--- src/rtl/tinychip_pkg.sv ---
// Shared TinyChip control definitions.
//   state_e   : sequencer state encoding (also exported on the debug state port)
//   iclass_e  : instruction class derived from {bt, oc, fn}
//   OC_*, JUMP_*, HALT_* : instruction-field constants used by class decode
//   classify(): maps a raw {bt, oc, fn} triple to its instruction class
package tinychip_pkg;

    typedef enum logic [2:0] {
        StIdle   = 3'd0,
        StFetch  = 3'd1,
        StDecode = 3'd2,
        StExec   = 3'd3,
        StMem    = 3'd4,
        StWb     = 3'd5,
        StHalt   = 3'd6
    } state_e;

    typedef enum logic [2:0] {
        ClsAlu    = 3'd0,
        ClsBranch = 3'd1,
        ClsJump   = 3'd2,
        ClsLoad   = 3'd3,
        ClsStore  = 3'd4,
        ClsHalt   = 3'd5
    } iclass_e;

    localparam logic [2:0] OC_BEQ  = 3'b010;
    localparam logic [2:0] OC_BNE  = 3'b011;
    localparam logic [2:0] OC_LW   = 3'b100;
    localparam logic [2:0] OC_SW   = 3'b101;
    localparam logic [2:0] OC_SRL  = 3'b110;

    localparam logic [2:0] JUMP_OC = 3'b000;
    localparam logic [1:0] JUMP_FN = 2'b10;
    localparam logic [2:0] HALT_OC = 3'b111;
    localparam logic [1:0] HALT_FN = 2'b11;

    function automatic iclass_e classify(input logic       bt,
                                         input logic [2:0] oc,
                                         input logic [1:0] fn);
        iclass_e cls;
        cls = ClsAlu;
        if (bt) begin
            unique case (oc)
                OC_BEQ, OC_BNE: cls = ClsBranch;
                OC_LW:          cls = ClsLoad;
                OC_SW:          cls = ClsStore;
                OC_SRL:         cls = ClsAlu;
                default:        cls = ClsAlu;
            endcase
        end else begin
            if (oc == JUMP_OC && fn == JUMP_FN) begin
                cls = ClsJump;
            end else if (oc == HALT_OC && fn == HALT_FN) begin
                cls = ClsHalt;
            end
        end
        return cls;
    endfunction

endpackage

--- src/rtl/instr_sequencer.sv ---
// Multi-cycle control sequencer for the TinyChip core. Walks each instruction
// through FETCH, DECODE, EXEC, MEM, WB and owns the PC, register-file, ALU
// operand-select and data-memory enables.
//
// Parameters:
//   MEM_LATENCY : cycles mem_read/mem_write are held in MEM (1..7)
//   CNT_W       : width of the retired-instruction counter
// Ports:
//   clk, reset        : rising-edge clock, synchronous active-high reset
//   start             : leave IDLE (sampled only in IDLE)
//   bt, oc, fn        : decoder fields, captured in DECODE
//   eq                : comparator result, sampled only in EXEC
//   ir_load .. mem_write : datapath enables
//   busy, halted      : status
//   state_o           : current state encoding (debug)
//   retired           : saturating count of retired instructions
module instr_sequencer
    import tinychip_pkg::*;
#(
    parameter int unsigned MEM_LATENCY = 1,
    parameter int unsigned CNT_W       = 16
) (
    input  logic             clk,
    input  logic             reset,
    input  logic             start,
    input  logic             bt,
    input  logic [2:0]       oc,
    input  logic [1:0]       fn,
    input  logic             eq,
    output logic             ir_load,
    output logic             pc_inc,
    output logic             pc_write,
    output logic             alu_src_imm,
    output logic             rf_write,
    output logic             wb_sel,
    output logic             mem_read,
    output logic             mem_write,
    output logic             busy,
    output logic             halted,
    output logic [2:0]       state_o,
    output logic [CNT_W-1:0] retired
);

    // Counter value loaded on MEM entry; MEM ends on the cycle it reads zero.
    localparam logic [2:0] MemLast = 3'(MEM_LATENCY - 1);
    localparam logic [CNT_W-1:0] RetOne = {{(CNT_W-1){1'b0}}, 1'b1};

    state_e           state_q, state_d;
    logic             bt_q;
    logic [2:0]       oc_q;
    logic [1:0]       fn_q;
    logic [2:0]       cnt_q, cnt_d;
    logic [CNT_W-1:0] retired_q;

    iclass_e cls_q;
    logic    br_taken;

    // Later states see only the copy captured in DECODE, never the live fields.
    assign cls_q    = classify(bt_q, oc_q, fn_q);
    assign br_taken = (oc_q == OC_BEQ) ? eq : ~eq;

    always_ff @(posedge clk) begin
        if (reset) begin
            state_q   <= StIdle;
            bt_q      <= 1'b0;
            oc_q      <= 3'b000;
            fn_q      <= 2'b00;
            cnt_q     <= 3'b000;
            retired_q <= '0;
        end else begin
            state_q <= state_d;
            cnt_q   <= cnt_d;
            if (state_q == StDecode) begin
                bt_q <= bt;
                oc_q <= oc;
                fn_q <= fn;
            end
            if ((pc_inc || pc_write) && (retired_q != '1)) begin
                retired_q <= retired_q + RetOne;
            end
        end
    end

    always_comb begin
        state_d     = state_q;
        cnt_d       = cnt_q;
        ir_load     = 1'b0;
        pc_inc      = 1'b0;
        pc_write    = 1'b0;
        alu_src_imm = 1'b0;
        rf_write    = 1'b0;
        wb_sel      = 1'b0;
        mem_read    = 1'b0;
        mem_write   = 1'b0;
        halted      = 1'b0;

        unique case (state_q)
            StIdle: begin
                if (start) begin
                    state_d = StFetch;
                end
            end
            StFetch: begin
                ir_load = 1'b1;
                state_d = StDecode;
            end
            StDecode: begin
                // Halt check uses the live fields: they are being captured this cycle.
                state_d = (classify(bt, oc, fn) == ClsHalt) ? StHalt : StExec;
            end
            StExec: begin
                alu_src_imm = bt_q;
                case (cls_q)
                    ClsBranch: begin
                        pc_write = br_taken;
                        pc_inc   = ~br_taken;
                        state_d  = StFetch;
                    end
                    ClsJump: begin
                        pc_write = 1'b1;
                        state_d  = StFetch;
                    end
                    ClsLoad, ClsStore: begin
                        cnt_d   = MemLast;
                        state_d = StMem;
                    end
                    default: begin
                        state_d = StWb;
                    end
                endcase
            end
            StMem: begin
                mem_read  = (cls_q == ClsLoad);
                mem_write = (cls_q == ClsStore);
                if (cnt_q == 3'b000) begin
                    if (cls_q == ClsStore) begin
                        pc_inc  = 1'b1;
                        state_d = StFetch;
                    end else begin
                        state_d = StWb;
                    end
                end else begin
                    cnt_d = cnt_q - 3'd1;
                end
            end
            StWb: begin
                alu_src_imm = bt_q;
                rf_write    = 1'b1;
                wb_sel      = (cls_q == ClsLoad);
                pc_inc      = 1'b1;
                state_d     = StFetch;
            end
            StHalt: begin
                halted = 1'b1;
            end
            default: begin
                state_d = StIdle;
            end
        endcase
    end

    assign busy    = (state_q != StIdle) && (state_q != StHalt);
    assign state_o = state_q;
    assign retired = retired_q;

endmodule

--- config.mk ---
export PLATFORM = sky130hd
export DESIGN_NAME = instr_sequencer
export DESIGN_NICKNAME = d
export VERILOG_FILES = /design/src/rtl/tinychip_pkg.sv /design/src/rtl/instr_sequencer.sv
export SDC_FILE = /design/constraint.sdc
export NUM_CORES = 1
export LEC_CHECK = 0
export ABC_CLOCK_PERIOD_IN_PS = 4420
export CORE_AREA = 2 2 60 62
export CTS_CLUSTER_SIZE = 20
export DETAILED_ROUTE_END_ITERATION = 16
export DIE_AREA = 0 0 62 64
export PLACE_DENSITY = 0.84
export SLEW_MARGIN = 40
export SYNTH_ARGS = -nofsm -noshare
export SYNTH_HDL_FRONTEND = slang
export SYNTH_SLANG_ARGS = --single-unit
--- constraint.sdc ---
create_clock -name clk -period 4.42 [get_ports clk]
set_input_delay 0.884 -clock clk [delete_from_list [all_inputs] [get_ports clk]]
set_output_delay 0.884 -clock clk [all_outputs]
set_load 0.05 [all_outputs]
==> impl_metrics.py <==
metrics = {
    "placed_design": {
        "portBuffers": 38,
        "post-place-ws_ns": 0.9645,
        "global_placer_s_final_weighted_congestion": 0.8135,
        "place.detailed.instances": 281,
        "detailed_place_hpwl_mm": 2.587,
    },
    "critical_path": {
        "critical_path_required_ns": 3.54,
        "crit_fanout": 9,
        "r2r_start": "oc_q[2]$_SDFFE_PP0P_",
        "ff2ff_setup_slack_ns": 2.00,
        "timing.rr.end": "retired[3]$_SDFFE_PP0P_",
        "cpPeakStageDelay_ns": 0.84,
        "cp_cell_sequence": "inv_1 > ha_1 > nor4b_4 > a31oi_4 > o31ai_1 > clkdlybuf4s50_1",
        "crit_path_top_delay_cell": "clkdlybuf4s50_1",
        "crit_path_start": "oc_q[2]$_SDFFE_PP0P_",
        "crit_type": "flip-flop to output port",
        "reg2reg_depth": 7,
        "startpoint_type": "flip-flop",
        "cp_data_arrival_time_ns": 2.68,
        "critical_path.endpoint_type": "output port",
        "worstSetupEndpoint": "pc_inc",
    },
    "die": {
        "die_w_um": 62,
        "placementRows": 21,
        "start_util_pct": 51.35,
        "design.die.area_um2": 3968,
        "core_region_area_um2": 3284,
        "dieHeight_um": 64,
        "i_o_pin_count": 39,
    },
    "sta": {
        "timing_worst_slew_pin_value_ns": 0.5274,
        "rsz0062_at_grt": "no",
        "drv_slew": 0,
        "achievable-frequency_mhz": 280.3,
        "finalHoldViolCount": 0,
        "final.period_utilization_pct": 80.72,
        "slew_headroom_pct": 63.93,
        "final.setup_skew_ns": 0.005445,
        "period_needed_ns": 3.568,
        "timing.final.setup_violations": 0,
        "setup_tns_ns": 0,
        "fin_ws_ns": 0.8522,
    },
    "drt": {
        "totalWireLength_mm": 3.466,
        "drt_first_iter_violations": 73,
        "final_antenna_net_count": 0,
        "drt-pass1-iter-count": 4,
        "routed_wire_length_per_instance_um": 12.16,
        "dr_total_vias": 1562,
        "detail_route.drc_violations": 0,
        "post_drt_via_cell_ratio": 5.481,
    },
    "synth": {
        "synth_fp_nets": 219,
        "synth_top_area_share_pct": 33.23,
        "synth.yosys.seq_area_share_pct": 33.23,
        "synthesis.instances": 204,
        "mappedNetlistArea_um2": 1687,
        "synth-seq-cells": 28,
        "avgSynthCellArea_um2": 8.268,
        "yosysUniqueCellTypes": 57,
        "leading_post_synthesis_cells_by_cell_area": "dfxtp_1 33%, nor2_1 6.7%, nand2_1 4.7%, a21oi_1 4.5%, ha_1 3.7%",
        "post-synth-top-area-cell": "dfxtp_1",
        "yosys_warnings": 0,
        "synth-async-reset-ratio_pct": 0,
        "synth_top_flop_cell": "dfxtp_1",
        "edff_count_synth": 0,
    },
    "global_routing": {
        "grt_antenna_before_repair": 0,
        "grt_pass1_vias": 1386,
        "grt_pass1_wl_mm": 6.016,
        "grt_start_max_net_pins": 32,
        "overflow": 0,
        "track_usage_pct": 19.06,
    },
    "finish": {
        "design.final.nets": 255,
        "drive_above_1_share_pct": 7.531,
        "fill_cells": 274,
        "area_growth_pct": 27.00,
        "antenna-diode-count": 0,
        "final-instance-count-excl-fill": 285,
    },
    "pwr": {
        "total_leakage_power_nw": 0.7572,
        "worst_ir_drop_vdd_v": 0.0001567,
        "total_power_mw": 0.5661,
        "power_density_relative_to_cell_area_nw_per_um2": 264.3,
    },
    "clock_network": {
        "tritoncts.num_buffers": 3,
        "tritoncts_clock_tree": "built",
        "number_of_h_tree_levels": 1,
        "ctsLongestPathBuffers": 2,
        "postCtsHoldBufs": 0,
        "clockRootBuffer": "clkbuf_4",
        "clk_latency_ns": 0.34,
        "clk_pin_slew_worst_paths_ns": 0.15,
        "cts_sinks": 28,
        "post_cts_resized": 0,
        "cts_post_setup_buffers_inserted": 0,
    },
    "worst_hold_path": {
        "worstHoldPathType": "flip-flop to flip-flop",
    },
    "run": {
        "drv.max_cap_violation_count": 0,
    },
    "run_status": {
        "run_status": "finished clean",
    },
}
-- state kept, by name, indices dropped and copies added, names as in the netlist --
register,count
fn_q,2
retired,16
oc_q,3
state_o,3
cnt_q,3
bt_q,1
-- kinds of logic (layout without fill, tap and decap cells) --
kind of cell	after synthesis	count (layout)	synth area share, %
AND/OR/NAND/NOR	96	96	31.23
AO/OA/AOI/OAI	42	42	17.66
multiplexers	10	10	6.231
adder cells (fa/ha/maj)	5	5	3.709
flip-flops	28	28	33.23
XOR/XNOR	7	7	3.635
buffers and inverters	16	51	4.303
-- power breakdown --
| group | internal, mW | total, mW | switching (mW) |
|---|---|---|---|
| clock network | 0.0919 | 0.172 | 0.0802 |
| registers | 0.261 | 0.275 | 0.0146 |
| logic | 0.0480 | 0.119 | 0.0707 |
| total | 0.401 | 0.566 | 0.166 |
-- per-stage QoR --
step	hold WS [ns]	instance area, um2	utilization [%]
after floorplan	0.4518	1687	-
after global placement	0.4690	2090	63.62
after detailed placement	0.4750	2090	63.62
after CTS	0.5043	2142	65.22
after global routing	0.5342	2142	65.22
final	0.5019	2142	65.22
-- layout make-up --
type                    instances  area (um2)  area share (%)
clock buffers                   3       22.52           1.051
well taps                      46       57.56           2.687
flip-flops and latches         28       560.5           26.17
repair buffers                 39       387.9           18.11
clock inverters                 1       30.03           1.402
inverters                       8       30.03           1.402
multi-input cells             160        1054           49.18
-- worst max-delay path, delay by kind of cell, from the launching register on --
family | cells | cell delay (ns)
adders and majority gates | 1 | 0.33
DFF | 1 | 0.43
AOI/OAI and AO/OA | 2 | 0.30
buffers and inverters | 2 | 0.92
and+or+nand+nor | 1 | 0.36
-- layout by cell type, fill, tap and decap left out, drive strengths merged, types with 3 or more instances in the layout --
master,Yosys,routed
nand2,21,21
nor2,30,30
a21o,3,3
nand4,5,5
clkbuf,5,3
a21oi,16,16
mux2,4,4
clkdlybuf4s50,0,38
ha,5,5
nand3b,4,4
and3,3,3
nor2b,7,7
inv,8,8
dfxtp,28,28
nor3,4,4
o31ai,3,3
and2,4,4
mux2i,6,6
nand3,3,3
xnor2,6,6
-- layer usage --
metal,vias to the layer above,GRT usage [%],routed length [um]
met4,0,6.383,58
met5,-,0,0
met2,29,29.95,1636
met1,731,26.72,1654
li1,797,-,-
met3,5,1.822,116
-- worst min-delay path by stage --
stage / cells past startpoint / end / slack, ns / startpoint
6_report: 2 / cnt_q[2]$_SDFFE_PP0P_ / 0.50 / cnt_q[2]$_SDFFE_PP0P_
5_1_grt: 2 / cnt_q[2]$_SDFFE_PP0P_ / 0.53 / cnt_q[2]$_SDFFE_PP0P_
4_1_cts: 2 / cnt_q[2]$_SDFFE_PP0P_ / 0.50 / cnt_q[2]$_SDFFE_PP0P_
3_5_place_dp: 2 / fn_q[1]$_SDFFE_PP0P_ / 0.47 / fn_q[1]$_SDFFE_PP0P_
3_3_place_gp: 2 / cnt_q[1]$_SDFFE_PP0P_ / 0.47 / cnt_q[1]$_SDFFE_PP0P_
2_1_floorplan: 2 / fn_q[1]$_SDFFE_PP0P_ / 0.45 / fn_q[1]$_SDFFE_PP0P_
-- cell usage after synthesis, types with 2 or more instances --
cell type / number
nor2_1: 30
a2111oi_0: 2
nand3_1: 3
and2_1: 3
a21o_1: 3
o31ai_1: 3
dfxtp_1: 28
nand4_1: 5
a211oi_1: 2
ha_1: 5
mux2_2: 2
mux2_1: 2
and4_1: 2
and3_1: 3
nand4b_1: 2
nor3_1: 4
nor4_1: 2
clkbuf_1: 5
mux2i_1: 6
o21ai_0: 2
nand3b_1: 3
inv_1: 7
nand2_1: 21
xnor2_1: 6
a21oi_1: 15
nor2b_1: 6
o22ai_1: 2
Power figures use the tool's default switching activity.
